File: src/rtl/mem_access_if.sv
// Request/response bundle between the core-side load/store path, mem_access_ctrl
// and the data memory.
interface mem_access_if;
  logic [31:0] addr;
  logic [31:0] wdata_in;
  logic        start;
  logic        we;
  logic [1:0]  size;
  logic        sign_ext;
  logic        busy;
  logic        done;
  logic        err;
  logic [31:0] rdata_out;
  logic [31:0] mem_addr;
  logic [31:0] mem_wdata;
  logic [3:0]  mem_be;
  logic        mem_we;
  logic        mem_req;
  logic        mem_ack;
  logic [31:0] mem_rdata;

  modport master (
    input  addr, wdata_in, start, we, size, sign_ext, mem_ack, mem_rdata,
    output busy, done, err, rdata_out, mem_addr, mem_wdata, mem_be, mem_we, mem_req
  );

  modport slave (
    output addr, wdata_in, start, we, size, sign_ext, mem_ack, mem_rdata,
    input  busy, done, err, rdata_out, mem_addr, mem_wdata, mem_be, mem_we, mem_req
  );
endinterface

File: src/rtl/mem_access_ctrl.sv
// Load/store access controller: aligns the address, builds byte enables and
// replicated store data, runs the req/ack handshake with timeout, extends loads.
module mem_access_ctrl #(
  parameter int unsigned TIMEOUT = 16
) (
  input  logic         clk,
  input  logic         rst,
  mem_access_if.master bus
);

  localparam int unsigned CNT_W = 8;

  typedef enum logic [1:0] {IDLE, REQ, DONE, ERR} state_t;

  state_t             state_q, state_d;
  logic [CNT_W-1:0]   cnt_q, cnt_d;
  logic [1:0]         size_q, size_d;
  logic [1:0]         off_q, off_d;
  logic               sext_q, sext_d;
  logic               busy_q, busy_d;
  logic               done_q, done_d;
  logic               err_q, err_d;
  logic [31:0]        rdata_q, rdata_d;
  logic [31:0]        addr_q, addr_d;
  logic [31:0]        wdata_q, wdata_d;
  logic [3:0]         be_q, be_d;
  logic               mwe_q, mwe_d;
  logic               req_q, req_d;

  logic               legal_c;
  logic [3:0]         be_c;
  logic [31:0]        wdata_c;
  logic [31:0]        lane_c;
  logic [31:0]        load_c;

  // Alignment check, byte enables and lane replication from the live request
  always_comb begin
    legal_c = 1'b0;
    be_c    = 4'b1111;
    wdata_c = bus.wdata_in;
    case (bus.size)
      2'b00: begin
        legal_c = 1'b1;
        be_c    = 4'b0001 << bus.addr[1:0];
        wdata_c = {4{bus.wdata_in[7:0]}};
      end
      2'b01: begin
        legal_c = ~bus.addr[0];
        be_c    = bus.addr[1] ? 4'b1100 : 4'b0011;
        wdata_c = {2{bus.wdata_in[15:0]}};
      end
      2'b10: legal_c = (bus.addr[1:0] == 2'b00);
      default: legal_c = 1'b0;
    endcase
  end

  // Load lane extraction and extension using the latched request attributes
  always_comb begin
    lane_c = bus.mem_rdata >> {off_q, 3'b000};
    case (size_q)
      2'b00:   load_c = sext_q ? {{24{lane_c[7]}}, lane_c[7:0]} : {24'h0, lane_c[7:0]};
      2'b01:   load_c = sext_q ? {{16{lane_c[15]}}, lane_c[15:0]} : {16'h0, lane_c[15:0]};
      default: load_c = bus.mem_rdata;
    endcase
  end

  always_comb begin
    state_d = state_q;
    cnt_d   = cnt_q;
    size_d  = size_q;
    off_d   = off_q;
    sext_d  = sext_q;
    done_d  = 1'b0;
    err_d   = 1'b0;
    rdata_d = rdata_q;
    addr_d  = addr_q;
    wdata_d = wdata_q;
    be_d    = be_q;
    mwe_d   = mwe_q;
    req_d   = req_q;
    case (state_q)
      IDLE: begin
        if (bus.start) begin
          size_d = bus.size;
          off_d  = bus.addr[1:0];
          sext_d = bus.sign_ext;
          cnt_d  = '0;
          if (legal_c) begin
            state_d = REQ;
            req_d   = 1'b1;
            mwe_d   = bus.we;
            addr_d  = {bus.addr[31:2], 2'b00};
            be_d    = be_c;
            wdata_d = wdata_c;
          end else begin
            state_d = ERR;
            err_d   = 1'b1;
          end
        end
      end
      REQ: begin
        // An ack in the final timeout cycle still completes the transfer
        if (bus.mem_ack) begin
          state_d = DONE;
          done_d  = 1'b1;
          req_d   = 1'b0;
          mwe_d   = 1'b0;
          if (!mwe_q) rdata_d = load_c;
        end else if (cnt_q + CNT_W'(1) == CNT_W'(TIMEOUT)) begin
          state_d = ERR;
          err_d   = 1'b1;
          req_d   = 1'b0;
          mwe_d   = 1'b0;
        end else begin
          cnt_d = cnt_q + CNT_W'(1);
        end
      end
      DONE:    state_d = IDLE;
      ERR:     state_d = IDLE;
      default: state_d = IDLE;
    endcase
    busy_d = (state_d != IDLE);
  end

  always_ff @(posedge clk or posedge rst) begin
    if (rst) begin
      state_q <= IDLE;
      cnt_q   <= '0;
      size_q  <= '0;
      off_q   <= '0;
      sext_q  <= 1'b0;
      busy_q  <= 1'b0;
      done_q  <= 1'b0;
      err_q   <= 1'b0;
      rdata_q <= '0;
      addr_q  <= '0;
      wdata_q <= '0;
      be_q    <= '0;
      mwe_q   <= 1'b0;
      req_q   <= 1'b0;
    end else begin
      state_q <= state_d;
      cnt_q   <= cnt_d;
      size_q  <= size_d;
      off_q   <= off_d;
      sext_q  <= sext_d;
      busy_q  <= busy_d;
      done_q  <= done_d;
      err_q   <= err_d;
      rdata_q <= rdata_d;
      addr_q  <= addr_d;
      wdata_q <= wdata_d;
      be_q    <= be_d;
      mwe_q   <= mwe_d;
      req_q   <= req_d;
    end
  end

  assign bus.busy      = busy_q;
  assign bus.done      = done_q;
  assign bus.err       = err_q;
  assign bus.rdata_out = rdata_q;
  assign bus.mem_addr  = addr_q;
  assign bus.mem_wdata = wdata_q;
  assign bus.mem_be    = be_q;
  assign bus.mem_we    = mwe_q;
  assign bus.mem_req   = req_q;

endmodule

File: src/flat_wrapper.sv
// flat-port wrapper written by rule: the top's interface ports become plain ports
module mem_access_ctrl_flat 
#(
  parameter int unsigned TIMEOUT = 16
)
  (clk, rst, bus_addr, bus_wdata_in, bus_start, bus_we, bus_size, bus_sign_ext, bus_mem_ack, bus_mem_rdata, bus_busy, bus_done, bus_err, bus_rdata_out, bus_mem_addr, bus_mem_wdata, bus_mem_be, bus_mem_we, bus_mem_req);
  mem_access_if bus_i ();
  input  logic clk;
  input  logic rst;
  input wire logic [$bits(bus_i.addr)-1:0] bus_addr;
  input wire logic [$bits(bus_i.wdata_in)-1:0] bus_wdata_in;
  input wire logic [$bits(bus_i.start)-1:0] bus_start;
  input wire logic [$bits(bus_i.we)-1:0] bus_we;
  input wire logic [$bits(bus_i.size)-1:0] bus_size;
  input wire logic [$bits(bus_i.sign_ext)-1:0] bus_sign_ext;
  input wire logic [$bits(bus_i.mem_ack)-1:0] bus_mem_ack;
  input wire logic [$bits(bus_i.mem_rdata)-1:0] bus_mem_rdata;
  output wire logic [$bits(bus_i.busy)-1:0] bus_busy;
  output wire logic [$bits(bus_i.done)-1:0] bus_done;
  output wire logic [$bits(bus_i.err)-1:0] bus_err;
  output wire logic [$bits(bus_i.rdata_out)-1:0] bus_rdata_out;
  output wire logic [$bits(bus_i.mem_addr)-1:0] bus_mem_addr;
  output wire logic [$bits(bus_i.mem_wdata)-1:0] bus_mem_wdata;
  output wire logic [$bits(bus_i.mem_be)-1:0] bus_mem_be;
  output wire logic [$bits(bus_i.mem_we)-1:0] bus_mem_we;
  output wire logic [$bits(bus_i.mem_req)-1:0] bus_mem_req;
  assign bus_i.addr = bus_addr;
  assign bus_i.wdata_in = bus_wdata_in;
  assign bus_i.start = bus_start;
  assign bus_i.we = bus_we;
  assign bus_i.size = bus_size;
  assign bus_i.sign_ext = bus_sign_ext;
  assign bus_i.mem_ack = bus_mem_ack;
  assign bus_i.mem_rdata = bus_mem_rdata;
  assign bus_busy = bus_i.busy;
  assign bus_done = bus_i.done;
  assign bus_err = bus_i.err;
  assign bus_rdata_out = bus_i.rdata_out;
  assign bus_mem_addr = bus_i.mem_addr;
  assign bus_mem_wdata = bus_i.mem_wdata;
  assign bus_mem_be = bus_i.mem_be;
  assign bus_mem_we = bus_i.mem_we;
  assign bus_mem_req = bus_i.mem_req;
  mem_access_ctrl #(.TIMEOUT(TIMEOUT)) u_core (.clk(clk), .rst(rst), .bus(bus_i));
endmodule
File: config.mk
export PLATFORM = sky130hd
export DESIGN_NAME = mem_access_ctrl_flat
export DESIGN_NICKNAME = d
export VERILOG_FILES = /design/src/rtl/mem_access_if.sv /design/src/rtl/mem_access_ctrl.sv /design/src/flat_wrapper.sv
export SDC_FILE = /design/constraint.sdc
export NUM_CORES = 1
export LEC_CHECK = 0
export CAP_MARGIN = 20
export CORE_MARGIN = 3
export CORE_UTILIZATION = 45
export DETAILED_ROUTE_END_ITERATION = 7
export MAX_ROUTING_LAYER = met4
export PLACE_DENSITY_LB_ADDON = 0.15
export SYNTH_ARGS = -nofsm -noshare
export SYNTH_HDL_FRONTEND = slang
export SYNTH_SLANG_ARGS = --single-unit
File: constraint.sdc
create_clock -name clk -period 4.5 [get_ports clk]
set_clock_uncertainty 0.05 [all_clocks]
set_input_delay 0.45 -clock clk [delete_from_list [all_inputs] [get_ports clk]]
set_output_delay 0.45 -clock clk [all_outputs]
set_load 0.01 [all_outputs]
==> impl_metrics.toml, run 1 <==
[logic_synthesis]
yosys_warnings = 0
synth-edff-count = 0
synth_cell_types = 50
avgSynthCellArea_um2 = 10.1
synth_cells = 557
async_flop_share_pct = 100
yosysSeqAreaShare_pct = 52.7
ys_seq_elements = 118
synth_ff_type = "dfrtp_1"
syn-cell-area_um2 = 5600

[grt]
grt_overflow = 0
antenna_found_initial = 0
grt_pass1_vias = 5171
grt_max_degree = 67
grt_pass1_wl_um = 26200
track_usage_pct = 24.5

[detailed_routing]
antenna_left = 0
firstDrtPassIters = 4
drc = 0
drtIter0Drc = 289
vias_per_cell = 5.31
routed-via-count = 4952
wire_per_inst_um = 17.2
wirelength_um = 16100

[floorplan]
die_w_um = 118
io_pins = 209
rows = 40
die_area_um2 = 13800
core_area_um2 = 12100
start_util_pct = 46.2
die_h_um = 118

[cts]
clk_path_buf_depth = 2
clock_sinks = 118
cts_tree = "built"
cts_made_buffers = 17
hold_buffers = 0
cts_resized = 0
cts_htree_levels = 4
cts_root_buf = "clkbuf_16"
clock_latency_ns = 0.41
postCtsSetupBuffers = 0
path_clk_slew_ns = 0.05

[placed_design]
hpwl_um = 11500
placed_area_um2 = 7760
dp_cells = 901
gp_congestion = 0.852
io_buffers = 206
place_worst_setup_slack_ns = 1.45

[setup_path]
r2r_start = "u_core.state_q[0]"
startpoint = "bus_addr[0]"
path_class = "primary input to flop"
start_kind = "primary input"
rr_worst_depth = 5
critPathMaxFanout = 50
end_kind = "flop"
worstPathRequired_ns = 4.75
cp.arrival_ns = 2.88

[cells_and_area]
postLayoutCoreUtil_pct = 69.1
final_cell_mix = "clkdlybuf4s50_1, dfrtp_1, nand2_1, o21ai_0, nor2_1"
drive_gt1_share_pct = 12.2
seqCellArea_um2 = 2950
nFillCells = 938
postLayoutCellArea_um2 = 8370
multiInputGateArea_um2 = 2420
final_common_cell = "clkdlybuf4s50_1"
n_antenna_cell = 0
layout.nets = 858
stdcell_count = 933
syn_to_final_growth_pct = 49.4

[power_and_ir_drop]
power_density_nw_per_um2 = 677
p_leak_nw = 3.56
vdd_drop_max_uv = 387

[sta]
rsz0062_at_grt = "false"
worst_slack_ns = 1.87
slew_headroom_pct = 37.5
tns_ns = 0
period_needed_ns = 2.63
post-route-period-util_pct = 58.5
hold_violations = 0
setup_viol = 0
fmax_mhz = 380
tightest_slew_ns = 0.938
maxSlewViolCount = 0

[min_path]
min_path_type = "flop to flop"
hold_start = "u_core.bus.mem_wdata[10]"
holdPathStages = 2

[run]
max_cap_violations = 0

[run_status]
outcome = "finished, final reports clean"
per-stage QoR:
stage | power (mW) | hold WS (ns)
floorplan | 2.99 | 0.407
global placement | 4.21 | 0.412
detailed placement | 4.28 | 0.420
CTS | 5.70 | 0.432
global route | 6.00 | 0.451
finish | 5.66 | 0.427
critical path, cell delays in order:
cell,delay [ns]
clkdlybuf4s50_1,0.61
o21a_1,0.27
o22ai_1,0.35
nand2_2,0.51
buf_12,0.37
mux2_2,0.30
routing by layer:
metal  up-vias  share of wire, %  GRT usage, %
met4         0               2.5          9.52
met1      2392                39          27.5
met5         -                 0             -
met2       199                49          39.7
met3        31               9.2          9.47
li1       2330                 -             -
report_power, final:
group / internal (mW) / leakage [nW] / switching, mW
Sequential: 1.55 / 1.44 / 0.397
Combinational: 1.30 / 1.83 / 1.04
Clock: 0.894 / 0.295 / 0.486
synth_stat cells (2+ instances only):
cell type / instances / area share (%)
nand2_1: 87 / 5.8
buf_4: 3 / 0.40
a21o_1: 4 / 0.54
nor3_1: 3 / 0.27
inv_1: 15 / 1.0
o21a_1: 2 / 0.27
dfrtp_1: 118 / 53
nand2b_1: 7 / 0.78
or3_1: 2 / 0.22
nand4b_1: 2 / 0.31
mux2_2: 38 / 7.6
nand3b_1: 2 / 0.27
a21oi_1: 36 / 3.2
o22ai_1: 10 / 1.1
nor2_1: 45 / 3.0
o32ai_1: 3 / 0.47
a22o_1: 3 / 0.47
mux2i_1: 35 / 6.3
nand3_1: 9 / 0.80
ha_1: 2 / 0.45
a21oi_2: 10 / 1.6
o221ai_1: 3 / 0.47
clkbuf_1: 15 / 1.0
buf_2: 16 / 1.4
buf_1: 2 / 0.13
o21ai_0: 61 / 5.5
kinds of logic after synthesis:
family,share of synthesized area (%)
DFF,52.7
muxes,14.3
xor gates and xnor gates,0.156
buffers and inverters,4.18
AOI/OAI and AO/OA,15.5
adders and majority gates,0.447
and+or+nand+nor,12.6
other,0.0670
path summary, 6_finish.rpt:
kind                                             to  slack, ns
max in group asynchronous  u_core.bus.mem_wdata[19]       2.99
min                        u_core.bus.mem_wdata[10]       0.43
max reg2reg                 u_core.bus.mem_wdata[0]       2.17
max                         u_core.bus.mem_wdata[0]       1.87
min reg2reg                u_core.bus.mem_wdata[10]       0.43
min in group asynchronous  u_core.bus.mem_wdata[29]       0.52
flip-flops by register name, summed over array words and instances (netlist names), 2 cells and up:
register,flops
u_core.bus.mem_addr,30
u_core.bus.mem_be,4
u_core.bus.mem_wdata,32
u_core.bus.rdata_out,32
u_core.cnt_q,8
u_core.off_q,2
u_core.size_q,2
u_core.state_q,2
cell type report:
class	count	share of cell area [%]
clock buffers	19	5.41
multi-input cells	388	28.9
well taps	168	2.51
repair buffers	212	25.3
flip-flops and latches	118	35.3
inverters	15	0.703
clock inverters	13	1.85
Power figures use the tool's default switching activity.
==> run 2: changes to the inputs <==
--- a/config.mk
+++ b/config.mk
@@ -7,7 +7,7 @@
 export LEC_CHECK = 0
 export CAP_MARGIN = 20
 export CORE_MARGIN = 3
-export CORE_UTILIZATION = 45
+export CORE_UTILIZATION = 40
 export DETAILED_ROUTE_END_ITERATION = 7
 export MAX_ROUTING_LAYER = met4
 export PLACE_DENSITY_LB_ADDON = 0.15
==> constraint.sdc (replaced) <==
create_clock -name clk -period 2.2 [get_ports clk]
set_clock_uncertainty 0.05 [all_clocks]
set_input_delay 0.22 -clock clk [delete_from_list [all_inputs] [get_ports clk]]
set_output_delay 0.22 -clock clk [all_outputs]
set_load 0.01 [all_outputs]
==> run 2 against run 1 <==
  * Sequential share of layout area is 0.99 points lower
  * Via count up 0.73%
  * Total power increased by 110%
  * Worst hold slack got worse by 0.13 ns
  * Utilization is 5.1 points lower
  * Routed wire length rose by 3.3%
  * First-iteration DRC count decreased by 17%
  * Critical path depth unchanged
  * Clock-buffer cell count grew 3
  * Flip-flop and latch count did not move
  * Sequential power rose by 96%
  * Register-to-register slack got worse by 2.0 ns
  * Critical endpoint is now u_core.cnt_q[3]
==> impl_metrics.toml, run 2 (same netlist as run 1, synthesis figures left out) <==
[cts]
postCtsSetupBuffers = 0
clock_latency_ns = 0.41
cts_resized = 0
cts_tree = "built"
clock_sinks = 118
hold_buffers = 0
path_clk_slew_ns = 0.05
cts_made_buffers = 17
clk_path_buf_depth = 2
cts_htree_levels = 4
cts_root_buf = "clkbuf_16"

[setup_path]
worstPathRequired_ns = 2.46
cp_top_family = "compound AO/OA/AOI/OAI gates"
crit_chain = "ha_1 -> buf_4 -> nor3_1 -> o221ai_2 -> o21a_1 -> o221ai_1"
path_class = "flop to flop"
worst-path-buf-inv = 1
end_kind = "flop"
start_kind = "flop"
crit_cells = 6
critPathMaxFanout = 10
rr_worst_depth = 6
reg2reg_to = "u_core.cnt_q[3]"
r2r_slack_ns = 0.16
slowest_delay_ns = 0.37
cp.arrival_ns = 2.30
r2r_start = "u_core.cnt_q[0]"
slowest_stage = "dfrtp_1"

[cells_and_area]
final_cell_mix = "clkdlybuf4s50_1, dfrtp_1, nand2_1, o21ai_0, nor2_1"
final_common_cell = "clkdlybuf4s50_1"
n_antenna_cell = 0
layout.nets = 876
drive_gt1_share_pct = 13.9
syn_to_final_growth_pct = 53.8

[detailed_routing]
drtIter0Drc = 239
antenna_left = 0
drc = 0
routed-via-count = 4988
wirelength_um = 16600
wire_per_inst_um = 17.3
firstDrtPassIters = 5
vias_per_cell = 5.21

[power_and_ir_drop]
p_leak_nw = 3.69
vdd_drop_max_uv = 842
power_density_nw_per_um2 = 1400
finalPower_mw = 12.1

[sta]
tns_ns = 0
post-route-period-util_pct = 92.6
tightest_slew_ns = 0.950
hold_violations = 0
slew_headroom_pct = 36.5
fmax_mhz = 491
setup_viol = 0
period_needed_ns = 2.04
maxSlewViolCount = 0
rsz0062_at_grt = "false"

[floorplan]
rows = 42
die_area_um2 = 15500
die_w_um = 124
core_area_um2 = 13500
start_util_pct = 41.6
io_pins = 209
die_h_um = 124

[placed_design]
hpwl_um = 12200
gp_congestion = 0.868
io_buffers = 206

[grt]
grt_pass1_vias = 5202
grt_max_degree = 119
track_usage_pct = 22.4
antenna_found_initial = 0
grt_overflow = 0
grt_pass1_wl_um = 26900

[run_status]
outcome = "finished, final reports clean"

[min_path]
min_path_type = "primary input to asynchronous set/reset pin"

[run]
max_cap_violations = 0
[run 2: changes by cell type in the layout (fill, tap and decap cells not counted), moves of 2 or more]
cell,change
bufinv_16,+3
clkinv_4,-2
buf_4,+16
clkinvlp_4,-2
buf_12,+2
clkinv_2,-2
clkbuf_8,+2
[run 2: how the worst max path moves through the flow]
stage,to,startpoint,slack [ns]
2_1_floorplan,u_core.bus.mem_we,u_core.cnt_q[0],0.31
5_1_grt,u_core.cnt_q[4],u_core.cnt_q[0],0.03
4_1_cts,u_core.cnt_q[3],u_core.cnt_q[1],0.14
6_report,u_core.cnt_q[3],u_core.cnt_q[0],0.16
3_3_place_gp,u_core.bus.rdata_out[28],bus_mem_rdata[31],0.16
3_5_place_dp,u_core.bus.rdata_out[28],bus_mem_rdata[31],0.1
[run 2: final cells by class]
type / instances / area, um2
clock inverters: 9 / 195
multi-input cells: 388 / 2420
flip-flops and latches: 118 / 2950
clock buffers: 22 / 484
inverters: 15 / 60.1
well taps: 176 / 220
repair buffers: 230 / 2280
fillers: 1135 / 4840
[run 2: where the power goes]
part	switching (mW)	internal, mW
registers	0.650	3.18
logic	2.32	2.77
clock network	0.946	2.23
[run 2: worst register-to-register path: cells and delay by family (launching register included)]
family                     cells  cell delay (ns)
AOI/OAI and AO/OA              3             0.82
adders and majority gates      1             0.26
buffers and inverters          1             0.17
DFF                            1             0.37
and+or+nand+nor                1             0.27
[run 2: through the flow]
stage	hold WS, ns	utilization [%]	worst slack [ns]	cell area (um2)	instances
after floorplan	0.275	-	0.313	5610	558
after global placement	0.410	59.0	0.157	7930	927
after detailed placement	0.419	59.0	0.0985	7930	927
after CTS	0.322	64.0	0.145	8610	958
after global routing	0.360	64.0	0.0275	8610	958
final	0.295	64.0	0.162	8610	958
[run 2: per-layer routing]
| layer | routed length [um] | track usage, % | up-vias | part of all wire, % |
|---|---|---|---|---|
| met3 | 1450 | 8.88 | 21 | 8.7 |
| li1 | - | - | 2360 | - |
| met2 | 8170 | 36.0 | 196 | 49 |
| met5 | 0 | - | - | 0 |
| met1 | 6710 | 25.8 | 2411 | 40 |
| met4 | 292 | 7.09 | 0 | 1.8 |
